[config.mk]
export PLATFORM = sky130hd
export DESIGN_NAME = note_display_ctrl_flat
export DESIGN_NICKNAME = d
export VERILOG_FILES = /design/src/rtl/note_display_ctrl_pkg.sv /design/src/rtl/note_display_ctrl_if.sv /design/src/rtl/note_display_ctrl_seg_decode.sv /design/src/rtl/note_display_ctrl.sv /design/src/flat_wrapper.sv
export SDC_FILE = /design/constraint.sdc
export NUM_CORES = 1
export LEC_CHECK = 0
export BUFFER_PORTS_ARGS = -buffer_cell sky130_fd_sc_hd__buf_4
export CORE_MARGIN = 5
export CORE_UTILIZATION = 55
export CTS_CLUSTER_SIZE = 16
export DETAILED_ROUTE_END_ITERATION = 10
export PLACE_DENSITY = 0.77
export SLEW_MARGIN = 15
export SYNTH_ARGS = -nofsm -noshare
export SYNTH_HDL_FRONTEND = slang
export SYNTH_SLANG_ARGS = --single-unit
[constraint.sdc]
create_clock -name clk -period 4.14 [get_ports clk]
set_input_delay 0.828 -clock clk [delete_from_list [all_inputs] [get_ports clk]]
set_output_delay 0.828 -clock clk [all_outputs]
set_load 0.03 [all_outputs]
[src/rtl/note_display_ctrl_pkg.sv]
// Shared types and tables for the note display controller.
// Holds PS/2 prefix bytes, the 21-key note map, segment patterns,
// and the parser/display state encodings.
package note_disp_pkg;

  localparam int unsigned NOTE_W    = 5;
  localparam int unsigned NUM_NOTES = 21;

  localparam logic [7:0] BREAK = 8'hF0;
  localparam logic [7:0] EXT   = 8'hE0;

  typedef logic [NOTE_W-1:0] note_idx_t;
  typedef logic [6:0]        seg_t;

  typedef enum logic [1:0] {P_IDLE, P_BREAK, P_EXT, P_EXT_BRK} parse_state_t;
  typedef enum logic [1:0] {D_BLANK, D_HELD, D_HOLD}           disp_state_t;

  typedef struct packed {
    logic      hit;
    note_idx_t idx;
  } key_hit_t;

  // Active-low segments, bit order {g,f,e,d,c,b,a}
  localparam seg_t SEG_BLANK = 7'b1111111;
  localparam seg_t SEG_C     = 7'b1000110;
  localparam seg_t SEG_D     = 7'b0100001;
  localparam seg_t SEG_E     = 7'b0000110;
  localparam seg_t SEG_F     = 7'b0001110;
  localparam seg_t SEG_G     = 7'b0010000;
  localparam seg_t SEG_A     = 7'b0001000;
  localparam seg_t SEG_B     = 7'b0000011;

  localparam seg_t SEG_0 = 7'b1000000;
  localparam seg_t SEG_1 = 7'b1111001;
  localparam seg_t SEG_2 = 7'b0100100;
  localparam seg_t SEG_3 = 7'b0110000;
  localparam seg_t SEG_4 = 7'b0011001;
  localparam seg_t SEG_5 = 7'b0010010;
  localparam seg_t SEG_6 = 7'b0000010;
  localparam seg_t SEG_7 = 7'b1111000;
  localparam seg_t SEG_8 = 7'b0000000;
  localparam seg_t SEG_9 = 7'b0010000;

  // Make code to note index; rows Q..U, A..J, Z..M
  function automatic key_hit_t key_map(input logic [7:0] code);
    key_hit_t r;
    r.hit = 1'b1;
    r.idx = 5'd0;
    case (code)
      8'h15: r.idx = 5'd0;
      8'h1D: r.idx = 5'd1;
      8'h24: r.idx = 5'd2;
      8'h2D: r.idx = 5'd3;
      8'h2C: r.idx = 5'd4;
      8'h35: r.idx = 5'd5;
      8'h3C: r.idx = 5'd6;
      8'h1C: r.idx = 5'd7;
      8'h1B: r.idx = 5'd8;
      8'h23: r.idx = 5'd9;
      8'h2B: r.idx = 5'd10;
      8'h34: r.idx = 5'd11;
      8'h33: r.idx = 5'd12;
      8'h3B: r.idx = 5'd13;
      8'h1A: r.idx = 5'd14;
      8'h22: r.idx = 5'd15;
      8'h21: r.idx = 5'd16;
      8'h2A: r.idx = 5'd17;
      8'h32: r.idx = 5'd18;
      8'h31: r.idx = 5'd19;
      8'h3A: r.idx = 5'd20;
      default: r.hit = 1'b0;
    endcase
    return r;
  endfunction

  function automatic seg_t letter_seg(input logic [2:0] l);
    seg_t s;
    case (l)
      3'd0:    s = SEG_C;
      3'd1:    s = SEG_D;
      3'd2:    s = SEG_E;
      3'd3:    s = SEG_F;
      3'd4:    s = SEG_G;
      3'd5:    s = SEG_A;
      3'd6:    s = SEG_B;
      default: s = SEG_BLANK;
    endcase
    return s;
  endfunction

  function automatic seg_t digit_seg(input logic [3:0] d);
    seg_t s;
    case (d)
      4'd0:    s = SEG_0;
      4'd1:    s = SEG_1;
      4'd2:    s = SEG_2;
      4'd3:    s = SEG_3;
      4'd4:    s = SEG_4;
      4'd5:    s = SEG_5;
      4'd6:    s = SEG_6;
      4'd7:    s = SEG_7;
      4'd8:    s = SEG_8;
      4'd9:    s = SEG_9;
      default: s = SEG_BLANK;
    endcase
    return s;
  endfunction

endpackage

[src/rtl/note_display_ctrl_if.sv]
// Scan-byte input and display output bundle of the note display controller.
//   scan_code/scan_valid : PS/2 byte and its one-cycle strobe
//   hex_letter/hex_octave: active-low seven-segment digits
//   note_valid/note_idx  : displayed note status and index
//   note_event           : one-cycle pulse on a newly latched note
interface note_display_ctrl_if;
  logic [7:0] scan_code;
  logic       scan_valid;
  logic [6:0] hex_letter;
  logic [6:0] hex_octave;
  logic       note_valid;
  logic [4:0] note_idx;
  logic       note_event;

  modport master (
    output scan_code, scan_valid,
    input  hex_letter, hex_octave, note_valid, note_idx, note_event
  );

  modport slave (
    input  scan_code, scan_valid,
    output hex_letter, hex_octave, note_valid, note_idx, note_event
  );
endinterface

[src/rtl/note_display_ctrl_seg_decode.sv]
// Combinational note index to {letter, octave} segment decode.
//   idx      : note index 0..20
//   letter_c : letter segments (C,d,E,F,g,A,b)
//   octave_c : octave digit segments (OCTAVE_BASE + row)
module note_seg_decode
  import note_disp_pkg::*;
#(
  parameter int unsigned OCTAVE_BASE = 3
) (
  input  note_idx_t idx,
  output seg_t      letter_c,
  output seg_t      octave_c
);

  logic [1:0] row;
  logic [2:0] col;

  // Split index into keyboard row and letter column without a divider
  always_comb begin
    row = 2'd0;
    col = 3'(idx);
    if (idx >= 5'd14) begin
      row = 2'd2;
      col = 3'(idx - 5'd14);
    end else if (idx >= 5'd7) begin
      row = 2'd1;
      col = 3'(idx - 5'd7);
    end
    letter_c = letter_seg(col);
    octave_c = digit_seg(4'(OCTAVE_BASE) + 4'(row));
  end

endmodule

[src/rtl/note_display_ctrl.sv]
// PS/2 scan-code parser plus note display with post-release hold timer.
//   clk, reset : clock and async active-high reset
//   bus        : slave side of note_display_ctrl_if (scan input, display outputs)
module note_display_ctrl
  import note_disp_pkg::*;
#(
  parameter int unsigned OCTAVE_BASE = 3,
  parameter int unsigned HOLD_CYCLES = 25000000
) (
  input logic               clk,
  input logic               reset,
  note_display_ctrl_if.slave bus
);

  localparam int unsigned CNT_W = (HOLD_CYCLES == 0) ? 1 : $clog2(HOLD_CYCLES + 1);

  parse_state_t     p_state, p_next;
  disp_state_t      d_state, d_next;
  logic [CNT_W-1:0] cnt, cnt_next;
  note_idx_t        idx_q, idx_next;
  logic             event_next;
  logic             make_c, release_c;
  key_hit_t         key;

  seg_t letter_c, octave_c;
  seg_t letter_d, octave_d;
  logic valid_d;

  // State register
  always_ff @(posedge clk or posedge reset) begin
    if (reset) begin
      p_state <= P_IDLE;
      d_state <= D_BLANK;
      cnt     <= '0;
      idx_q   <= '0;
    end else begin
      p_state <= p_next;
      d_state <= d_next;
      cnt     <= cnt_next;
      idx_q   <= idx_next;
    end
  end

  // Next state: prefix parser then display tracking
  always_comb begin
    p_next     = p_state;
    make_c     = 1'b0;
    release_c  = 1'b0;
    d_next     = d_state;
    cnt_next   = cnt;
    idx_next   = idx_q;
    event_next = 1'b0;
    key        = key_map(bus.scan_code);

    if (bus.scan_valid) begin
      case (p_state)
        P_IDLE: begin
          if (bus.scan_code == BREAK)    p_next = P_BREAK;
          else if (bus.scan_code == EXT) p_next = P_EXT;
          else                           make_c = 1'b1;
        end
        P_BREAK: begin
          release_c = 1'b1;
          p_next    = P_IDLE;
        end
        P_EXT: begin
          if (bus.scan_code == BREAK) p_next = P_EXT_BRK;
          else                        p_next = P_IDLE;
        end
        default: p_next = P_IDLE;
      endcase
    end

    case (d_state)
      D_BLANK: begin
        if (make_c && key.hit) begin
          d_next     = D_HELD;
          idx_next   = key.idx;
          event_next = 1'b1;
        end
      end
      D_HELD: begin
        // Typematic repeats of the shown key are swallowed
        if (make_c && key.hit && key.idx != idx_q) begin
          idx_next   = key.idx;
          event_next = 1'b1;
        end else if (release_c && key.hit && key.idx == idx_q) begin
          if (HOLD_CYCLES != 0) begin
            d_next   = D_HOLD;
            cnt_next = CNT_W'(HOLD_CYCLES);
          end else begin
            d_next = D_BLANK;
          end
        end
      end
      D_HOLD: begin
        // A new make wins over expiry on the same edge
        if (make_c && key.hit) begin
          d_next     = D_HELD;
          idx_next   = key.idx;
          event_next = 1'b1;
          cnt_next   = '0;
        end else if (cnt <= CNT_W'(1)) begin
          d_next   = D_BLANK;
          cnt_next = '0;
        end else begin
          cnt_next = cnt - CNT_W'(1);
        end
      end
      default: d_next = D_BLANK;
    endcase
  end

  note_seg_decode #(
    .OCTAVE_BASE(OCTAVE_BASE)
  ) u_decode (
    .idx     (idx_next),
    .letter_c(letter_c),
    .octave_c(octave_c)
  );

  // Output decode from next state so outputs land one cycle after the strobe
  always_comb begin
    valid_d  = (d_next != D_BLANK);
    letter_d = valid_d ? letter_c : SEG_BLANK;
    octave_d = valid_d ? octave_c : SEG_BLANK;
  end

  // Output registers
  always_ff @(posedge clk or posedge reset) begin
    if (reset) begin
      bus.hex_letter <= SEG_BLANK;
      bus.hex_octave <= SEG_BLANK;
      bus.note_valid <= 1'b0;
      bus.note_idx   <= '0;
      bus.note_event <= 1'b0;
    end else begin
      bus.hex_letter <= letter_d;
      bus.hex_octave <= octave_d;
      bus.note_valid <= valid_d;
      bus.note_idx   <= idx_next;
      bus.note_event <= event_next;
    end
  end

endmodule
[src/flat_wrapper.sv]
// flat-port wrapper written by rule: the top's interface ports become plain ports
module note_display_ctrl_flat import note_disp_pkg::*;
#(
  parameter int unsigned OCTAVE_BASE = 3,
  parameter int unsigned HOLD_CYCLES = 25000000
)
  (clk, reset, bus_scan_code, bus_scan_valid, bus_hex_letter, bus_hex_octave, bus_note_valid, bus_note_idx, bus_note_event);
  note_display_ctrl_if bus_i ();
  input logic clk;
  input logic reset;
  input wire logic [$bits(bus_i.scan_code)-1:0] bus_scan_code;
  input wire logic [$bits(bus_i.scan_valid)-1:0] bus_scan_valid;
  output wire logic [$bits(bus_i.hex_letter)-1:0] bus_hex_letter;
  output wire logic [$bits(bus_i.hex_octave)-1:0] bus_hex_octave;
  output wire logic [$bits(bus_i.note_valid)-1:0] bus_note_valid;
  output wire logic [$bits(bus_i.note_idx)-1:0] bus_note_idx;
  output wire logic [$bits(bus_i.note_event)-1:0] bus_note_event;
  assign bus_i.scan_code = bus_scan_code;
  assign bus_i.scan_valid = bus_scan_valid;
  assign bus_hex_letter = bus_i.hex_letter;
  assign bus_hex_octave = bus_i.hex_octave;
  assign bus_note_valid = bus_i.note_valid;
  assign bus_note_idx = bus_i.note_idx;
  assign bus_note_event = bus_i.note_event;
  note_display_ctrl #(.OCTAVE_BASE(OCTAVE_BASE), .HOLD_CYCLES(HOLD_CYCLES)) u_core (.clk(clk), .reset(reset), .bus(bus_i));
endmodule
==> impl_metrics.tcl <==
set metrics [dict create \
    status "finished, violations left" \
    failed_checks "negative setup slack" \
    synth-xor-area-share_pct 2.36 \
    synthTopCellsByCount "43 x o21ai_0, 36 x dfrtp_1, 32 x nor2_1, 24 x nand2_1, 21 x inv_1" \
    path_max_fanout 6 \
    dieArea_sq_um 8600 \
    crit_required_ns 4.37 \
    clk_pin_slew_ns 0.09 \
    arrival_ns 5.14 \
    cts_sinks 48 \
    wl_per_cell_um 23.2 \
    maxCapViolations 0 \
    wl_mm 14.9 \
    cts_buffers 5 \
    cts_tree "yes" \
    htree_num_levels 2 \
    area_delta_synth_final_pct 45.5 \
    power_frac_clock_pct 9.5 \
    cellLeakagePower_nw 2.25 \
    fp.dieH_um 92.7 \
    tightest_slew_ns 1.03 \
    worst_hold_startpoint "u_core.cnt[18]$_DFFE_PP0P_" \
    dieWidth_um 92.7 \
    fin_crit_sh_pct 119 \
    syn_inst 419 \
    synth-compound-area-share_pct 32.3 \
    swShare_pct 46.8 \
    seqPwrFrac_pct 23.2 \
    clock_path_buffers 2 \
    synth_area_leaders "dfrtp_1 24%, dfstp_2 8.4%, o21ai_0 5.7%" \
    min_period_ns 4.91 \
    postRouteAntennaNets 0 \
    rsz0062_at_grt "true" \
    critPathKind "in2reg" \
    synth_top_area_share_pct 23.9 \
    portBuffers 31 \
    fmax_ghz 0.204 \
    yosys_register_bits 48 \
    grt_max_degree 49 \
    reg2reg_slack_ns 0.02 \
    nets 584 \
    p_int_mw 1.57 \
    ys_types 90 \
    synthArstFlopShare_pct 100 \
    place.gp.congestion 0.962 \
    vias 4501 \
    synth-edff-count 0 \
    overflow 0 \
    track_usage_pct 30.6 \
    synthMuxAreaShare_pct 0 \
    n_antenna_cell 0 \
    finalSetupViolCount 9 \
    power_density_nw_per_um2 537 \
    switchingPower_mw 1.38 \
    dpl.hpwl_mm 8.16 \
    first_pass_iters 6 \
    total_power_mw 2.94 \
    grt_pass1_vias 4278 \
    critPathCaptureType "flip-flop" \
    ys_seq_area_share_pct 32.3 \
    yosysTopAreaCell "dfrtp_1" \
    fp-row-count 30 \
    syn_area_per_cell_sq_um 8.99 \
    slew_headroom_pct 31.0 \
    synth_fa_ha_area_share_pct 2.99 \
    drt-initial-drc-count 639 \
    holdWs_ns 0.510 \
    drive_gt1_share_pct 46.0 \
    io_pins 32 \
    drv_slew 0 \
    vdd_drop_max_mv 0.547 \
    synth_top_family_by_area "compound AO/OA/AOI/OAI gates" \
    grt_pass1_wl_mm 21.1 \
    start_util_pct 56.0 \
    core_sq_um 6720 \
    synth_simple_gate_area_share_pct 24.9 \
    critPathLaunchType "primary input" \
    antenna_found_initial 0 \
    hold_viol 0 \
    via_per_inst 6.98 \
    synth_nets 439 \
    synthFlopType "dfrtp_1" \
    ys_warn_count 0 \
    power_frac_comb_pct 67.3 \
    worst_slack_ns -0.766 \
    root_buffer "clkbuf_8" \
    crit_start "bus_scan_code[6]" \
    hold_class "reg2reg" \
    synth_area_sq_um 3760 \
    skew_ns 0.00604 \
    clock_latency_ns 0.30 \
    post-synth-top-count-cell "o21ai_0" \
    drc 0 \
    r2r-start "u_core.idx_q[1]$_DFF_PP0_" \
]
## power by group through the flow
stage / registers [mW] / logic, mW / clock network [mW]
floorplan: 0.757 / 0.830 / 0
global placement: 0.669 / 1.43 / 0
detailed placement: 0.677 / 1.47 / 0
CTS: 0.672 / 1.59 / 0.278
global route: 0.690 / 2.04 / 0.295
finish: 0.683 / 1.98 / 0.279
## worst max-delay path: stages
cell	delay, ns
buf_6	0.10
or4b_4	0.56
o32ai_4	0.33
a31oi_4	0.09
xnor2_2	0.18
buf_4	0.15
o31ai_2	0.27
a311oi_1	0.19
buf_4	0.18
a32oi_2	0.20
inv_2	0.10
buf_6	0.13
ha_4	0.17
a311o_1	0.31
a211oi_4	0.33
buf_4	0.20
o32ai_4	0.11
xnor2_4	0.30
a21oi_2	0.09
a211o_1	0.32
## metrics by stage
step	utilization (%)	cells	TNS (ns)	setup WS [ns]	area (sq um)
after floorplan	-	419	-3.25	-0.547	3860
after global placement	71.4	603	-6.60	-0.822	4800
after detailed placement	71.4	603	-7.54	-0.905	4800
after CTS	77.9	631	-2.78	-0.433	5240
after global routing	81.5	645	-6.49	-0.821	5480
final	81.5	645	-5.76	-0.766	5480
## layout by cell type, fill, tap and decap left out, drive strengths merged, types with 6 or more instances in the layout
master | netlist | routed
dfstp | 12 | 12
nand2b | 6 | 6
dfrtp | 36 | 36
nor4 | 8 | 8
xnor2 | 7 | 7
o21ai | 53 | 53
clkbuf | 8 | 6
nor2 | 32 | 32
a22o | 10 | 10
nand2 | 24 | 24
o31ai | 10 | 10
ha | 9 | 9
inv | 21 | 21
a21oi | 14 | 14
or3 | 12 | 12
buf | 14 | 160
nand3 | 8 | 8
nor3 | 20 | 20
## logic make-up after synthesis
family / after synthesis
AOI/OAI and AO/OA: 157
and+or+nand+nor: 152
DFF: 48
buffers and inverters: 44
adders and majority gates: 9
xor gates and xnor gates: 8
other: 1
## worst paths after layout
path                                                       to  depth (start not counted)
min in group asynchronous           u_core.cnt[5]$_DFFE_PP0P_                          2
setup reg to reg           u_core.bus.hex_letter[1]$_DFF_PP1_                         15
setup / recovery           u_core.bus.hex_letter[0]$_DFF_PP1_                         20
hold reg to reg                    u_core.cnt[18]$_DFFE_PP0P_                          1
hold / removal                     u_core.cnt[18]$_DFFE_PP0P_                          1
max in group asynchronous           u_core.idx_q[4]$_DFF_PP0_                          2
## per-layer routing
metal | vias to the layer above | wire, um | track usage (%) | part of all wire (%)
met5 | - | 0 | 0 | 0
met4 | 0 | 962 | 15.9 | 6.4
met3 | 123 | 1400 | 4.22 | 9.4
met2 | 363 | 7100 | 52.3 | 48
met1 | 2112 | 5480 | 37.4 | 37
li1 | 1903 | - | - | -
## registers in the layout, summed over array words and instances (netlist names)
register	cells
u_core.d_state	2
u_core.bus.note_event	1
u_core.idx_q	5
u_core.cnt	25
u_core.bus.hex_octave	5
u_core.p_state	2
u_core.bus.note_valid	1
u_core.bus.hex_letter	7
## layout make-up
class / count / area [sq um]
Timing Repair Buffer: 160 / 1250
Clock inverter: 2 / 11.3
Fill cell: 360 / 1240
Tap cell: 80 / 100
Clock buffer: 6 / 72.6
Inverter: 22 / 88.8
Multi-Input combinational cell: 327 / 2740
Sequential cell: 48 / 1220
## what timing repair did
action                     in CTS  in global routing
setup buffers                  21                 14
hold buffers                    0                  0
cloned                          0                  0
resized for setup              37                 30
pin swaps                      30                 16
setup endpoints to repair       9                 20
(Power assumes the default switching activity.)
